[config.mk]
export PLATFORM = sky130hd
export DESIGN_NAME = imm_ctrl_sequencer_flat
export DESIGN_NICKNAME = d
export VERILOG_FILES = /design/src/rtl/imm_ctrl_sequencer_pkg.sv /design/src/rtl/imm_ctrl_sequencer_if.sv /design/src/rtl/imm_ctrl_sequencer_opc_decode.sv /design/src/rtl/imm_ctrl_sequencer.sv /design/src/flat_wrapper.sv
export SDC_FILE = /design/constraint.sdc
export NUM_CORES = 1
export LEC_CHECK = 0
export BUFFER_PORTS_ARGS = -buffer_cell sky130_fd_sc_hd__buf_4
export CAP_MARGIN = 20
export CORE_AREA = 2 2 58 60
export CTS_BUF_LIST = sky130_fd_sc_hd__clkbuf_16
export DETAILED_ROUTE_END_ITERATION = 8
export DIE_AREA = 0 0 60 62
export PLACE_DENSITY = 0.8
export REMOVE_ABC_BUFFERS = 1
export SETUP_SLACK_MARGIN = 0.3
export SLEW_MARGIN = 10
export SYNTH_ARGS = -nofsm -noshare
export SYNTH_HDL_FRONTEND = slang
export SYNTH_SLANG_ARGS = --single-unit
export TNS_END_PERCENT = 20
[constraint.sdc]
create_clock -name clk -period 5.6 [get_ports clk]
set_clock_uncertainty 0.05 [all_clocks]
set_input_delay 0.56 -clock clk [delete_from_list [all_inputs] [get_ports clk]]
set_output_delay 0.56 -clock clk [all_outputs]
set_load 0.02 [all_outputs]
[src/rtl/imm_ctrl_sequencer_pkg.sv]
// Shared types and constants for the I-format ALU control sequencer.
package imm_ctrl_pkg;

    localparam int unsigned OPC_W      = 5;
    localparam int unsigned ALU_CTRL_W = 5;

    typedef enum logic [3:0] {
        IDLE, T0, T1, T2, DEC, T3, T4, T5, DONE, TRAP
    } state_t;

    localparam logic [OPC_W-1:0] OPC_ADDI = 5'b01100;
    localparam logic [OPC_W-1:0] OPC_ANDI = 5'b01101;
    localparam logic [OPC_W-1:0] OPC_ORI  = 5'b01110;

    localparam logic [ALU_CTRL_W-1:0] ALU_AND    = 5'd1;
    localparam logic [ALU_CTRL_W-1:0] ALU_OR     = 5'd2;
    localparam logic [ALU_CTRL_W-1:0] ALU_ADD    = 5'd3;
    localparam logic [ALU_CTRL_W-1:0] ALU_INC_PC = 5'd19;

    localparam logic [1:0] TRAP_NONE    = 2'b00;
    localparam logic [1:0] TRAP_ILLEGAL = 2'b01;
    localparam logic [1:0] TRAP_TIMEOUT = 2'b10;

    // Datapath control strobes, one bit per bus driver / register load
    typedef struct packed {
        logic pc_out;
        logic zlow_out;
        logic mdr_out;
        logic r_out;
        logic c_out;
        logic mar_in;
        logic pc_in;
        logic mdr_in;
        logic ir_in;
        logic y_in;
        logic z_in;
        logic r_in;
        logic gra;
        logic grb;
        logic read;
        logic mem_read;
        logic pc_inc;
    } ctrl_t;

endpackage

[src/rtl/imm_ctrl_sequencer_if.sv]
// Sequencer <-> Datapath/CPU-wrapper signal bundle.
interface imm_ctrl_sequencer_if #(
    parameter int unsigned IR_W       = 32,
    parameter int unsigned ALU_CTRL_W = 5
);
    logic                  start;
    logic                  run_mode;
    logic                  halt_req;
    logic                  mem_ready;
    logic [IR_W-1:0]       ir;

    logic PCout, Zlowout, MDRout, Rout, Cout;
    logic MARin, PCin, MDRin, IRin, Yin, Zin, Rin;
    logic Gra, Grb;
    logic read, memoryRead, pc_increment;
    logic [ALU_CTRL_W-1:0] alu_control;
    logic                  busy;
    logic                  done;
    logic                  trap;
    logic [1:0]            trap_cause;

    modport master (
        input  start, run_mode, halt_req, mem_ready, ir,
        output PCout, Zlowout, MDRout, Rout, Cout,
        output MARin, PCin, MDRin, IRin, Yin, Zin, Rin,
        output Gra, Grb, read, memoryRead, pc_increment,
        output alu_control, busy, done, trap, trap_cause
    );

    modport slave (
        output start, run_mode, halt_req, mem_ready, ir,
        input  PCout, Zlowout, MDRout, Rout, Cout,
        input  MARin, PCin, MDRin, IRin, Yin, Zin, Rin,
        input  Gra, Grb, read, memoryRead, pc_increment,
        input  alu_control, busy, done, trap, trap_cause
    );
endinterface

[src/rtl/imm_ctrl_sequencer_opc_decode.sv]
// Combinational opcode decode: legality and ALU operation for I-format ops.
module imm_opc_decode
    import imm_ctrl_pkg::*;
#(
    parameter int unsigned OPC_W      = 5,
    parameter int unsigned ALU_CTRL_W = 5
) (
    input  logic [OPC_W-1:0]      opc,
    output logic                  legal_c,
    output logic [ALU_CTRL_W-1:0] alu_code_c
);

    always_comb begin
        legal_c    = 1'b0;
        alu_code_c = '0;
        case (opc)
            OPC_W'(OPC_ADDI): begin legal_c = 1'b1; alu_code_c = ALU_CTRL_W'(ALU_ADD); end
            OPC_W'(OPC_ANDI): begin legal_c = 1'b1; alu_code_c = ALU_CTRL_W'(ALU_AND); end
            OPC_W'(OPC_ORI):  begin legal_c = 1'b1; alu_code_c = ALU_CTRL_W'(ALU_OR);  end
            default: ;
        endcase
    end

endmodule

[src/rtl/imm_ctrl_sequencer.sv]
// Hardwired fetch/execute sequencer for addi/andi/ori on the bus Datapath,
// with memory-ready timeout, run modes, boundary halt and trapping.
module imm_ctrl_sequencer
    import imm_ctrl_pkg::*;
#(
    parameter int unsigned IR_W         = 32,
    parameter int unsigned OPC_W        = 5,
    parameter int unsigned ALU_CTRL_W   = 5,
    parameter int unsigned MEM_WAIT_MAX = 15
) (
    input logic                  clk,
    input logic                  clr,
    imm_ctrl_sequencer_if.master bus
);

    localparam int unsigned CNT_W = $clog2(MEM_WAIT_MAX + 1);

    state_t                state_q, state_nxt;
    logic [CNT_W-1:0]      cnt_q, cnt_nxt, cnt_inc;
    logic [ALU_CTRL_W-1:0] alu_op_q, alu_op_nxt;
    logic [1:0]            cause_q, cause_nxt;

    ctrl_t                 ctrl_q, ctrl_nxt;
    logic [ALU_CTRL_W-1:0] alu_out_q, alu_out_nxt;
    logic                  busy_q, busy_nxt;
    logic                  done_q, done_nxt;
    logic                  trap_q, trap_nxt;

    logic                  legal_c;
    logic [ALU_CTRL_W-1:0] alu_code_c;
    logic                  unused_ir;

    assign unused_ir = ^bus.ir[IR_W-OPC_W-1:0];

    imm_opc_decode #(
        .OPC_W      (OPC_W),
        .ALU_CTRL_W (ALU_CTRL_W)
    ) u_decode (
        .opc        (bus.ir[IR_W-1 -: OPC_W]),
        .legal_c    (legal_c),
        .alu_code_c (alu_code_c)
    );

    // State, wait counter, latched ALU op and trap cause
    always_ff @(posedge clk or posedge clr) begin
        if (clr) begin
            state_q  <= IDLE;
            cnt_q    <= '0;
            alu_op_q <= '0;
            cause_q  <= TRAP_NONE;
        end else begin
            state_q  <= state_nxt;
            cnt_q    <= cnt_nxt;
            alu_op_q <= alu_op_nxt;
            cause_q  <= cause_nxt;
        end
    end

    assign cnt_inc = (cnt_q == CNT_W'(MEM_WAIT_MAX)) ? cnt_q : cnt_q + CNT_W'(1);

    // Next-state and the control word the next state will present
    always_comb begin
        state_nxt   = state_q;
        cnt_nxt     = cnt_q;
        alu_op_nxt  = alu_op_q;
        cause_nxt   = cause_q;
        ctrl_nxt    = '0;
        alu_out_nxt = '0;

        case (state_q)
            IDLE: if (bus.start) state_nxt = T0;
            T0:   state_nxt = T1;
            T1: begin
                if (bus.mem_ready) begin
                    state_nxt = T2;
                    cnt_nxt   = '0;
                end else if (cnt_inc >= CNT_W'(MEM_WAIT_MAX)) begin
                    state_nxt = TRAP;
                    cause_nxt = TRAP_TIMEOUT;
                    cnt_nxt   = '0;
                end else begin
                    cnt_nxt   = cnt_inc;
                end
            end
            T2:   state_nxt = DEC;
            DEC: begin
                if (legal_c) begin
                    state_nxt  = T3;
                    alu_op_nxt = alu_code_c;
                end else begin
                    state_nxt  = TRAP;
                    cause_nxt  = TRAP_ILLEGAL;
                end
            end
            T3:   state_nxt = T4;
            T4:   state_nxt = T5;
            T5:   state_nxt = (bus.run_mode && !bus.halt_req) ? T0 : DONE;
            DONE: state_nxt = IDLE;
            TRAP: state_nxt = TRAP;
            default: state_nxt = IDLE;
        endcase

        case (state_nxt)
            T0: begin
                ctrl_nxt.pc_out = 1'b1;
                ctrl_nxt.mar_in = 1'b1;
                ctrl_nxt.pc_inc = 1'b1;
                ctrl_nxt.z_in   = 1'b1;
                alu_out_nxt     = ALU_CTRL_W'(ALU_INC_PC);
            end
            T1: begin
                ctrl_nxt.zlow_out = 1'b1;
                ctrl_nxt.pc_in    = (state_q != T1);  // PC loads once despite wait cycles
                ctrl_nxt.read     = 1'b1;
                ctrl_nxt.mem_read = 1'b1;
                ctrl_nxt.mdr_in   = 1'b1;
                ctrl_nxt.pc_inc   = 1'b1;
            end
            T2: begin
                ctrl_nxt.mdr_out = 1'b1;
                ctrl_nxt.ir_in   = 1'b1;
            end
            T3: begin
                ctrl_nxt.grb   = 1'b1;
                ctrl_nxt.r_out = 1'b1;
                ctrl_nxt.y_in  = 1'b1;
            end
            T4: begin
                ctrl_nxt.c_out = 1'b1;
                ctrl_nxt.z_in  = 1'b1;
                alu_out_nxt    = alu_op_nxt;
            end
            T5: begin
                ctrl_nxt.zlow_out = 1'b1;
                ctrl_nxt.gra      = 1'b1;
                ctrl_nxt.r_in     = 1'b1;
            end
            default: ;
        endcase
    end

    assign busy_nxt = !(state_nxt inside {IDLE, DONE, TRAP});
    assign done_nxt = (state_nxt == DONE);
    assign trap_nxt = (state_nxt == TRAP);

    // Output registers track the state register edge-for-edge
    always_ff @(posedge clk or posedge clr) begin
        if (clr) begin
            ctrl_q    <= '0;
            alu_out_q <= '0;
            busy_q    <= 1'b0;
            done_q    <= 1'b0;
            trap_q    <= 1'b0;
        end else begin
            ctrl_q    <= ctrl_nxt;
            alu_out_q <= alu_out_nxt;
            busy_q    <= busy_nxt;
            done_q    <= done_nxt;
            trap_q    <= trap_nxt;
        end
    end

    assign bus.PCout        = ctrl_q.pc_out;
    assign bus.Zlowout      = ctrl_q.zlow_out;
    assign bus.MDRout       = ctrl_q.mdr_out;
    assign bus.Rout         = ctrl_q.r_out;
    assign bus.Cout         = ctrl_q.c_out;
    assign bus.MARin        = ctrl_q.mar_in;
    assign bus.PCin         = ctrl_q.pc_in;
    assign bus.MDRin        = ctrl_q.mdr_in;
    assign bus.IRin         = ctrl_q.ir_in;
    assign bus.Yin          = ctrl_q.y_in;
    assign bus.Zin          = ctrl_q.z_in;
    assign bus.Rin          = ctrl_q.r_in;
    assign bus.Gra          = ctrl_q.gra;
    assign bus.Grb          = ctrl_q.grb;
    assign bus.read         = ctrl_q.read;
    assign bus.memoryRead   = ctrl_q.mem_read;
    assign bus.pc_increment = ctrl_q.pc_inc;
    assign bus.alu_control  = alu_out_q;
    assign bus.busy         = busy_q;
    assign bus.done         = done_q;
    assign bus.trap         = trap_q;
    assign bus.trap_cause   = cause_q;

endmodule

[src/flat_wrapper.sv]
// flat-port wrapper written by rule: the top's interface ports become plain ports
module imm_ctrl_sequencer_flat import imm_ctrl_pkg::*;
#(
    parameter int unsigned IR_W         = 32,
    parameter int unsigned OPC_W        = 5,
    parameter int unsigned ALU_CTRL_W   = 5,
    parameter int unsigned MEM_WAIT_MAX = 15
)
  (clk, clr, bus_start, bus_run_mode, bus_halt_req, bus_mem_ready, bus_ir, bus_PCout, bus_Zlowout, bus_MDRout, bus_Rout, bus_Cout, bus_MARin, bus_PCin, bus_MDRin, bus_IRin, bus_Yin, bus_Zin, bus_Rin, bus_Gra, bus_Grb, bus_read, bus_memoryRead, bus_pc_increment, bus_alu_control, bus_busy, bus_done, bus_trap, bus_trap_cause);
  imm_ctrl_sequencer_if #(.IR_W(IR_W), .ALU_CTRL_W(ALU_CTRL_W)) bus_i ();
  input logic clk;
  input logic clr;
  input wire logic [$bits(bus_i.start)-1:0] bus_start;
  input wire logic [$bits(bus_i.run_mode)-1:0] bus_run_mode;
  input wire logic [$bits(bus_i.halt_req)-1:0] bus_halt_req;
  input wire logic [$bits(bus_i.mem_ready)-1:0] bus_mem_ready;
  input wire logic [$bits(bus_i.ir)-1:0] bus_ir;
  output wire logic [$bits(bus_i.PCout)-1:0] bus_PCout;
  output wire logic [$bits(bus_i.Zlowout)-1:0] bus_Zlowout;
  output wire logic [$bits(bus_i.MDRout)-1:0] bus_MDRout;
  output wire logic [$bits(bus_i.Rout)-1:0] bus_Rout;
  output wire logic [$bits(bus_i.Cout)-1:0] bus_Cout;
  output wire logic [$bits(bus_i.MARin)-1:0] bus_MARin;
  output wire logic [$bits(bus_i.PCin)-1:0] bus_PCin;
  output wire logic [$bits(bus_i.MDRin)-1:0] bus_MDRin;
  output wire logic [$bits(bus_i.IRin)-1:0] bus_IRin;
  output wire logic [$bits(bus_i.Yin)-1:0] bus_Yin;
  output wire logic [$bits(bus_i.Zin)-1:0] bus_Zin;
  output wire logic [$bits(bus_i.Rin)-1:0] bus_Rin;
  output wire logic [$bits(bus_i.Gra)-1:0] bus_Gra;
  output wire logic [$bits(bus_i.Grb)-1:0] bus_Grb;
  output wire logic [$bits(bus_i.read)-1:0] bus_read;
  output wire logic [$bits(bus_i.memoryRead)-1:0] bus_memoryRead;
  output wire logic [$bits(bus_i.pc_increment)-1:0] bus_pc_increment;
  output wire logic [$bits(bus_i.alu_control)-1:0] bus_alu_control;
  output wire logic [$bits(bus_i.busy)-1:0] bus_busy;
  output wire logic [$bits(bus_i.done)-1:0] bus_done;
  output wire logic [$bits(bus_i.trap)-1:0] bus_trap;
  output wire logic [$bits(bus_i.trap_cause)-1:0] bus_trap_cause;
  assign bus_i.start = bus_start;
  assign bus_i.run_mode = bus_run_mode;
  assign bus_i.halt_req = bus_halt_req;
  assign bus_i.mem_ready = bus_mem_ready;
  assign bus_i.ir = bus_ir;
  assign bus_PCout = bus_i.PCout;
  assign bus_Zlowout = bus_i.Zlowout;
  assign bus_MDRout = bus_i.MDRout;
  assign bus_Rout = bus_i.Rout;
  assign bus_Cout = bus_i.Cout;
  assign bus_MARin = bus_i.MARin;
  assign bus_PCin = bus_i.PCin;
  assign bus_MDRin = bus_i.MDRin;
  assign bus_IRin = bus_i.IRin;
  assign bus_Yin = bus_i.Yin;
  assign bus_Zin = bus_i.Zin;
  assign bus_Rin = bus_i.Rin;
  assign bus_Gra = bus_i.Gra;
  assign bus_Grb = bus_i.Grb;
  assign bus_read = bus_i.read;
  assign bus_memoryRead = bus_i.memoryRead;
  assign bus_pc_increment = bus_i.pc_increment;
  assign bus_alu_control = bus_i.alu_control;
  assign bus_busy = bus_i.busy;
  assign bus_done = bus_i.done;
  assign bus_trap = bus_i.trap;
  assign bus_trap_cause = bus_i.trap_cause;
  imm_ctrl_sequencer #(.IR_W(IR_W), .OPC_W(OPC_W), .ALU_CTRL_W(ALU_CTRL_W), .MEM_WAIT_MAX(MEM_WAIT_MAX)) u_core (.clk(clk), .clr(clr), .bus(bus_i));
endmodule
==> reports/qor.yml, run 1 <==
cp.buffers_inverters: 0
drt-pass1-iter-count: 4
pre_cts_ws_ns: 3.52
die_x_um: 60
crit_slowest_cell: "or4_4"
drv_cap: 0
synth_area_leaders: "dfrtp_1, buf_4, and2_1"
h-tree-depth: 2
end_kind: "flop"
grt_pass1_vias: 960
synth_area_sq_um: 1450
async_flop_share_pct: 100
core_sq_um: 3180
ys_types: 42
rrSetupSlack_ns: 3.50
layout_min_cycle_time_ns: 2.10
pwr_density_cell_nw_per_um2: 542
synth_simple_gate_area_share_pct: 21.2
syn_to_final_growth_pct: 27.2
fmax_mhz: 476
dieArea_sq_um: 3720
setup_slack_ns: 3.50
start_util_pct: 45.5
maxSlewHeadroom_pct: 62.8
min_period_over_period_pct: 37.5
grt_use_total_pct: 15.8
synth_mux_area_share_pct: 0.779
path_cells: "nand2b_1 > or4_4 > or2_0 > a21o_1 > a21o_1"
die_h_um: 62
cts_hold_buf: 0
antenna_cells: 0
hold_ws_ns: 0.331
synth.most_common_cell: "dfrtp_1"
drt_iter0_drc: 20
synthTopCellsByCount: "dfrtp_1, nor2_1, inv_1, and2_1, buf_4"
synthAdderAreaFrac_pct: 0.866
cts_resized: 0
slew_viol_final: 0
synth_compound_area_share_pct: 11.3
synth-edff-count: 0
antenna_found_initial: 0
timing.rr.start: "u_core.state_q[3]"
dpl.hpwl_um: 2040
critPathMaxStageDelay_ns: 0.54
ys_ff_latch: 33
r2r_cells: 5
synth_sequential_area_ratio_pct: 57.1
syn_inst: 134
grt_max_degree: 34
outcome: "finished clean"
synth_top_area_share_pct: 57.1
clk_pin_slew_ns: 0.05
p_leak_nw: 0.966
cp.depth: 5
rows: 21
totalWireLength_um: 2750
root_buffer: "clkbuf_16"
routedWlPerCell_um: 12.9
port_buffers: 37
tns_ns: 0
endpoint: "u_core.bus.alu_control[0]"
synth.yosys.warnings: 0
synth_top_family_by_area: "simple AND/OR/NAND/NOR gates"
worst_pin_slew_ns: 0.553
synth-xor-area-share_pct: 0.606
crit_top_cell: "a21o_1"
reg2reg_to: "u_core.bus.alu_control[0]"
worstPathArrival_ns: 2.20
cp_top_family: "simple AND/OR/NAND/NOR gates"
synth.avg_cell_area_sq_um: 10.8
viasPerCell: 4.95
numCtsBuffers: 5
hold_viol: 0
finalSetupViolCount: 0
overflow: 0
path_class: "flop to flop"
synth_top_cell_by_area: "dfrtp_1"
ys.flop_type: "dfrtp_1"
drive_gt1_share_pct: 30.4
grt_setup_unrepaired: "false"
place.gp.congestion: 0.755
hold_path.class: "primary input to async pin"
critPathLaunchType: "flop"
insertion_delay_ns: 0.27
vias: 1059
crit_path_start: "u_core.state_q[3]"
n_fill_cell: 263
grt_pass1_wl_um: 4200
post_cts_buffers: 0
num_io_pins: 65
postRouteAntennaNets: 0
crit_fanout: 9
required_ns: 5.70
cts_buffer_depth: 2
remaining_drc_errors: 0
clock_sinks: 33
nNetsFinal: 206
cts_tree: "yes"
ir_worst_vdd_uv: 235
[flip-flops by register name, summed over array words and instances (netlist names), 2 cells and up]
name	count
u_core.alu_op_q	5
u_core.bus.alu_control	5
u_core.bus.trap_cause	2
u_core.cnt_q	4
u_core.state_q	4
[metal layers]
metal | share of wire [%] | global-route usage (%)
met3 | 5.7 | 5.80
met5 | 0 | 0
met4 | 2.5 | 8.57
met1 | 41 | 17.6
met2 | 51 | 26.6
[layout by cell type, fill, tap and decap left out, drive strengths merged, types with 2 or more instances in the layout]
cell type / n
buf: 38
dfrtp: 33
nor2: 9
inv: 8
and2: 7
nand2: 6
nand2b: 5
o21ai: 5
clkbuf: 5
a21oi: 4
nand3: 4
nor3: 4
and3: 3
a21o: 3
or2: 3
clkinv: 3
nand3b: 2
nor2b: 2
nor4: 2
o31ai: 2
or3: 2
[cell families (layout without fill, tap and decap cells)]
group / after synthesis / in the layout
AND/OR/NAND/NOR: 54 / 54
adder cells (fa/ha/maj): 1 / 1
XOR/XNOR: 1 / 1
flip-flops: 33 / 33
AO/OA/AOI/OAI: 24 / 24
multiplexers: 1 / 1
buffers and inverters: 20 / 54
[worst reg2reg max path, stage by stage, from the launching register on]
cell and delay, ns:
dfrtp_1 0.47, nand2b_1 0.32, or4_4 0.54, or2_0 0.23
a21o_1 0.20, a21o_1 0.18
[area by class of cell]
type                            count  area [sq um]  share of cell area, %
Timing Repair Buffer               38           285                   15.5
Clock inverter                      3          12.5                  0.681
Sequential cell                    33           826                   44.9
Multi-Input combinational cell     81           502                   27.3
Tap cell                           46          57.6                   3.13
Clock buffer                        5           125                   6.81
Inverter                            8          30.0                   1.63
[metrics by stage]
stage	instances	instance area, sq um	utilization, %	total power [mW]
2_1_floorplan	122	1360	-	0.605
3_3_place_gp	206	1700	53.5	0.733
3_5_place_dp	206	1700	53.5	0.753
4_1_cts	214	1840	57.8	1.01
5_1_grt	214	1840	57.8	1.06
6_report	214	1840	57.8	0.996
[worst min path at each step]
stage	slack [ns]	startpoint	endpoint
after detailed placement	0.41	u_core.alu_op_q[4]	u_core.bus.alu_control[4]
after global routing	0.38	clr	u_core.alu_op_q[0]
final	0.33	clr	u_core.alu_op_q[0]
after floorplan	0.39	u_core.alu_op_q[4]	u_core.bus.alu_control[4]
after global placement	0.40	u_core.alu_op_q[4]	u_core.bus.alu_control[4]
after CTS	0.34	clr	u_core.bus.pc_increment
[power by group]
group	switching (mW)	leakage, nW	internal (mW)	total (mW)
Sequential	0.0615	0.433	0.310	0.371
Combinational	0.213	0.465	0.163	0.376
Clock	0.0885	0.0687	0.160	0.249
Power figures use the tool's default switching activity.
==> run 2: changes to the inputs <==
--- a/config.mk
+++ b/config.mk
@@ -7,11 +7,11 @@
 export LEC_CHECK = 0
 export BUFFER_PORTS_ARGS = -buffer_cell sky130_fd_sc_hd__buf_4
 export CAP_MARGIN = 20
-export CORE_AREA = 2 2 58 60
+export CORE_AREA = 2 2 60 62
 export CTS_BUF_LIST = sky130_fd_sc_hd__clkbuf_16
 export DETAILED_ROUTE_END_ITERATION = 8
-export DIE_AREA = 0 0 60 62
-export PLACE_DENSITY = 0.8
+export DIE_AREA = 0 0 62 64
+export PLACE_DENSITY = 0.75
 export REMOVE_ABC_BUFFERS = 1
 export SETUP_SLACK_MARGIN = 0.3
 export SLEW_MARGIN = 10
==> constraint.sdc (replaced) <==
create_clock -name clk -period 2 [get_ports clk]
set_clock_uncertainty 0.05 [all_clocks]
set_input_delay 0.2 -clock clk [delete_from_list [all_inputs] [get_ports clk]]
set_output_delay 0.2 -clock clk [all_outputs]
set_load 0.02 [all_outputs]
==> reports/qor.yml, run 2 (synthesized netlist as in run 1, its figures left out) <==
outcome: "finished clean"
cp.buffers_inverters: 0
numCtsBuffers: 5
required_ns: 2.14
drt-pass1-iter-count: 4
num_io_pins: 65
sequentialPowerShare_pct: 31.5
antenna_cells: 0
mostFrequentLayoutCells: "buf_4, dfrtp_1, inv_1, nor2_1"
core_sq_um: 3280
drv_cap: 0
antenna_found_initial: 0
fin_cells: 226
grt_setup_unrepaired: "true"
syn_to_final_growth_pct: 41.2
timing.rr.start: "u_core.cnt_q[1]"
grt_pass1_wl_um: 4950
cts_tree: "yes"
root_buffer: "clkbuf_16"
clk_pin_slew_ns: 0.05
dpl_cell_area_sq_um: 1750
grt_pass1_vias: 1183
maxSlewHeadroom_pct: 72.8
layout_min_cycle_time_ns: 1.83
numPlacedInstances: 213
hold_start: "bus_mem_ready"
fmax_mhz: 545
postRouteAntennaNets: 0
place.gp.congestion: 0.819
hold_viol: 0
finalSetupViolCount: 0
pwr-share-comb_pct: 42.7
drive_gt1_share_pct: 41.7
dieArea_sq_um: 3970
setup_slack_ns: 0.166
cp_top_family: "compound AO/OA/AOI/OAI gates"
port_buffers: 37
pre_cts_ws_ns: 0.0162
vias: 1132
slew_viol_final: 0
die_h_um: 64
dpl.hpwl_um: 2210
rows: 21
worstPathArrival_ns: 1.97
p_leak_nw: 1.06
min_period_over_period_pct: 91.7
insertion_delay_ns: 0.27
p_sw_share_pct: 34.8
critPathLaunchType: "flop"
finalInstanceArea_sq_um: 2040
crit_slowest_cell: "dfrtp_1"
grt_max_degree: 34
routedWlPerCell_um: 13.6
cts_buffer_depth: 2
layout_commonest_cell: "buf_4"
remaining_drc_errors: 0
path_class: "flop to flop"
critPathMaxStageDelay_ns: 0.41
worst_pin_slew_ns: 0.408
hold_path.class: "primary input to flop"
intPower_mw: 2.08
totalWireLength_um: 3080
utilization_pct: 62.1
power_frac_clock_pct: 25.8
grt_use_total_pct: 17.3
h-tree-depth: 2
pwr_density_cell_nw_per_um2: 1570
p_switching_mw: 1.11
overflow: 0
clock_sinks: 33
die_x_um: 62
viasPerCell: 5.01
tns_ns: 0
crit_path_start: "u_core.cnt_q[1]"
end_kind: "flop"
nNetsFinal: 218
drt_iter0_drc: 30
path_cells: "ha_4 > and4_1 > o21bai_4 > and2_4 > a221o_2 > a31oi_1"
ir_worst_vdd_uv: 788
start_util_pct: 44.0
crit_fanout: 5
[run 2: per-stage QoR]
stage          total power [mW]  hold WS, ns
6_report                   3.19        0.143
3_3_place_gp               2.15        0.255
5_1_grt                    3.39        0.154
4_1_cts                    3.19        0.129
2_1_floorplan              1.69        0.246
3_5_place_dp               2.20        0.264
[run 2: final cells by class]
cell class              count  area [sq um]
clock inverters             3          37.5
repair buffers             50           378
flip-flops and latches     33           827
well taps                  46          57.6
inverters                   8          30.0
fillers                   271          1240
multi-input cells          81           586
clock buffers               5           125
[run 2: final timing paths]
kind                                                  end  slack, ns  cells past startpoint
worst max-delay path                      u_core.bus.busy       0.17                      6
worst min-delay path                      u_core.cnt_q[3]       0.14                      2
worst max register to register            u_core.bus.busy       0.17                      6
worst min register to register         u_core.alu_op_q[3]       0.43                      1
max in group asynchronous               u_core.state_q[1]       1.07                      4
min in group asynchronous       u_core.bus.alu_control[0]       0.52                      4
[run 2: worst register-to-register path, cell delays in order, from the launching register on]
cell and delay, ns:
dfrtp_1 0.41, ha_4 0.19, and4_1 0.19, o21bai_4 0.18, and2_4 0.17, a221o_2 0.37
a31oi_1 0.17
[run 2: repair_timing]
action,CTS,global route
hold buffers,1,0
buffers inserted,4,0
setup endpoints to repair,16,15
pin swaps,8,2
endpoints found under the hold margin,33,0
resized for setup,15,4
[run 2: layer usage]
layer / global-route usage (%) / part of all wire (%) / vias up
li1: - / - / 544
met5: 0 / 0 / -
met1: 17.3 / 37 / 542
met4: 8.24 / 2.6 / 0
met2: 30.7 / 55 / 38
met3: 5.47 / 5.4 / 8
[run 2: power by group through the flow]
| stage | Combinational, mW | Clock (mW) | Sequential (mW) |
|---|---|---|---|
| floorplan | 0.494 | 0 | 1.20 |
| global placement | 1.15 | 0 | 0.994 |
| detailed placement | 1.20 | 0 | 1.00 |
| CTS | 1.33 | 0.850 | 1.01 |
| global route | 1.47 | 0.886 | 1.04 |
| finish | 1.36 | 0.825 | 1.01 |
==> run 3: changes to the inputs <==
==> constraint.sdc (replaced) <==
create_clock -name clk -period 1.7 [get_ports clk]
set_clock_uncertainty 0.05 [all_clocks]
set_input_delay 0.17 -clock clk [delete_from_list [all_inputs] [get_ports clk]]
set_output_delay 0.17 -clock clk [all_outputs]
set_load 0.02 [all_outputs]
==> reports/qor.yml, run 3 (synthesized netlist as in run 1, its figures left out) <==
outcome: "complete, but fails checks"
violations: "negative setup slack"
drt_iter0_drc: 22
wl_met2_um: 1980
core_sq_um: 3280
cp.buffers_inverters: 0
n_fill_cell: 263
numCtsBuffers: 5
p_leak_nw: 1.12
viasPerCell: 5.02
clock_sinks: 33
critPathMaxStageDelay_ns: 0.40
postRouteAntennaNets: 0
cts_buffer_depth: 2
drt-pass1-iter-count: 4
dpl.hpwl_um: 2420
syn_to_final_growth_pct: 51.8
dr.max_layer_used: "met4"
layout_commonest_cell: "buf_4"
critPathLaunchType: "flop"
crit_fanout: 5
grt_setup_unrepaired: "true"
place.gp.congestion: 0.823
num_io_pins: 65
die_h_um: 64
cp_top_family: "compound AO/OA/AOI/OAI gates"
clk_pin_slew_ns: 0.05
worst_pin_slew_ns: 0.414
overflow: 0
start_util_pct: 44.0
port_buffers: 37
wl_met1_um: 1280
hold_start: "bus_mem_ready"
grt_pass1_vias: 1208
antenna_cells: 0
setup_slack_ns: -0.0987
crit_slowest_cell: "dfrtp_1"
crit_path_start: "u_core.cnt_q[0]"
grt_pass1_wl_um: 5420
maxSlewHeadroom_pct: 72.4
remaining_drc_errors: 0
dieArea_sq_um: 3970
die_x_um: 62
cts_tree: "yes"
root_buffer: "clkbuf_16"
nNetsFinal: 229
pre_cts_ws_ns: -0.226
rows: 21
fmax_mhz: 556
totalWireLength_um: 3440
vias: 1184
layout_min_cycle_time_ns: 1.80
routed-wl-met3_um: 154
total_power_mw: 4.02
grt_use_total_pct: 18.8
path_class: "flop to flop"
h-tree-depth: 2
antenna_found_initial: 0
min_period_over_period_pct: 106
finalSetupViolCount: 6
grt_max_degree: 34
end_kind: "flop"
timing.rr.start: "u_core.cnt_q[0]"
worstPathArrival_ns: 1.94
mostFrequentLayoutCells: "buf_4, dfrtp_1, inv_1, nor2_1"
drive_gt1_share_pct: 49.5
hold_viol: 0
insertion_delay_ns: 0.27
pwr_density_cell_nw_per_um2: 1830
hold_path.class: "primary input to flop"
ir_worst_vdd_uv: 962
routedWlPerCell_um: 14.6
slew_viol_final: 0
drv_cap: 0
path_cells: "ha_4 > and4_4 > o21bai_4 > and2_4 > a221o_2 > a31oi_1"
required_ns: 1.84
==> run 3: worst register-to-register path, delay by kind of cell (launching register included) <==
family,cells,cell delay (ns)
and+or+nand+nor,2,0.35
DFF,1,0.40
adders and majority gates,1,0.19
AOI/OAI and AO/OA,3,0.72
==> run 3: path summary, 6_finish.rpt <==
check / endpoint / slack (ns) / cells after the start
max in group asynchronous: u_core.cnt_q[2] / 0.79 / 4
min in group asynchronous: u_core.bus.PCout / 0.51 / 4
worst min-delay path: u_core.cnt_q[3] / 0.15 / 2
worst max-delay path: u_core.bus.busy / -0.1 / 6
worst max register to register: u_core.bus.busy / -0.1 / 6
worst min register to register: u_core.alu_op_q[0] / 0.43 / 1
==> run 3: cell type report <==
type | count | area [sq um] | share of cell area (%)
clock inverter | 2 | 7.51 | 0.342
inverter | 8 | 30.0 | 1.37
timing repair buffer | 61 | 479 | 21.8
multi-input combinational | 81 | 668 | 30.5
clock buffer | 5 | 125 | 5.70
sequential | 33 | 826 | 37.6
tap | 46 | 57.6 | 2.62
==> run 3: routing by layer <==
layer	track usage, %	vias up
li1	-	568
met1	19.0	584
met2	35.2	29
met3	6.28	3
met4	4.79	0
met5	0	-
==> run 3: through the flow <==
| step | instances | TNS, ns | util (%) | hold WS (ns) | cell area (sq um) |
|---|---|---|---|---|---|
| after floorplan | 122 | -0.683 | - | 0.216 | 1360 |
| after global placement | 226 | -0.784 | 56.3 | 0.226 | 1850 |
| after detailed placement | 226 | -1.47 | 56.3 | 0.245 | 1850 |
| after CTS | 236 | -0.436 | 63.6 | 0.110 | 2090 |
| after global routing | 236 | -0.774 | 66.8 | 0.169 | 2190 |
| final | 236 | -0.315 | 66.8 | 0.154 | 2190 |
==> run 3: timing repair <==
item                                   4_1_cts  5_1_grt
resized for setup                           17       22
pin swaps                                   14       16
setup endpoints to repair                   26       26
hold buffers                                 1        0
endpoints found under the hold margin       33        0
buffers inserted                             2        0
==> run 3: power breakdown <==
part           leakage [nW]  internal (mW)  switching (mW)
registers             0.433           1.02           0.146
clock network        0.0685          0.521           0.288
logic                 0.619           1.02            1.03
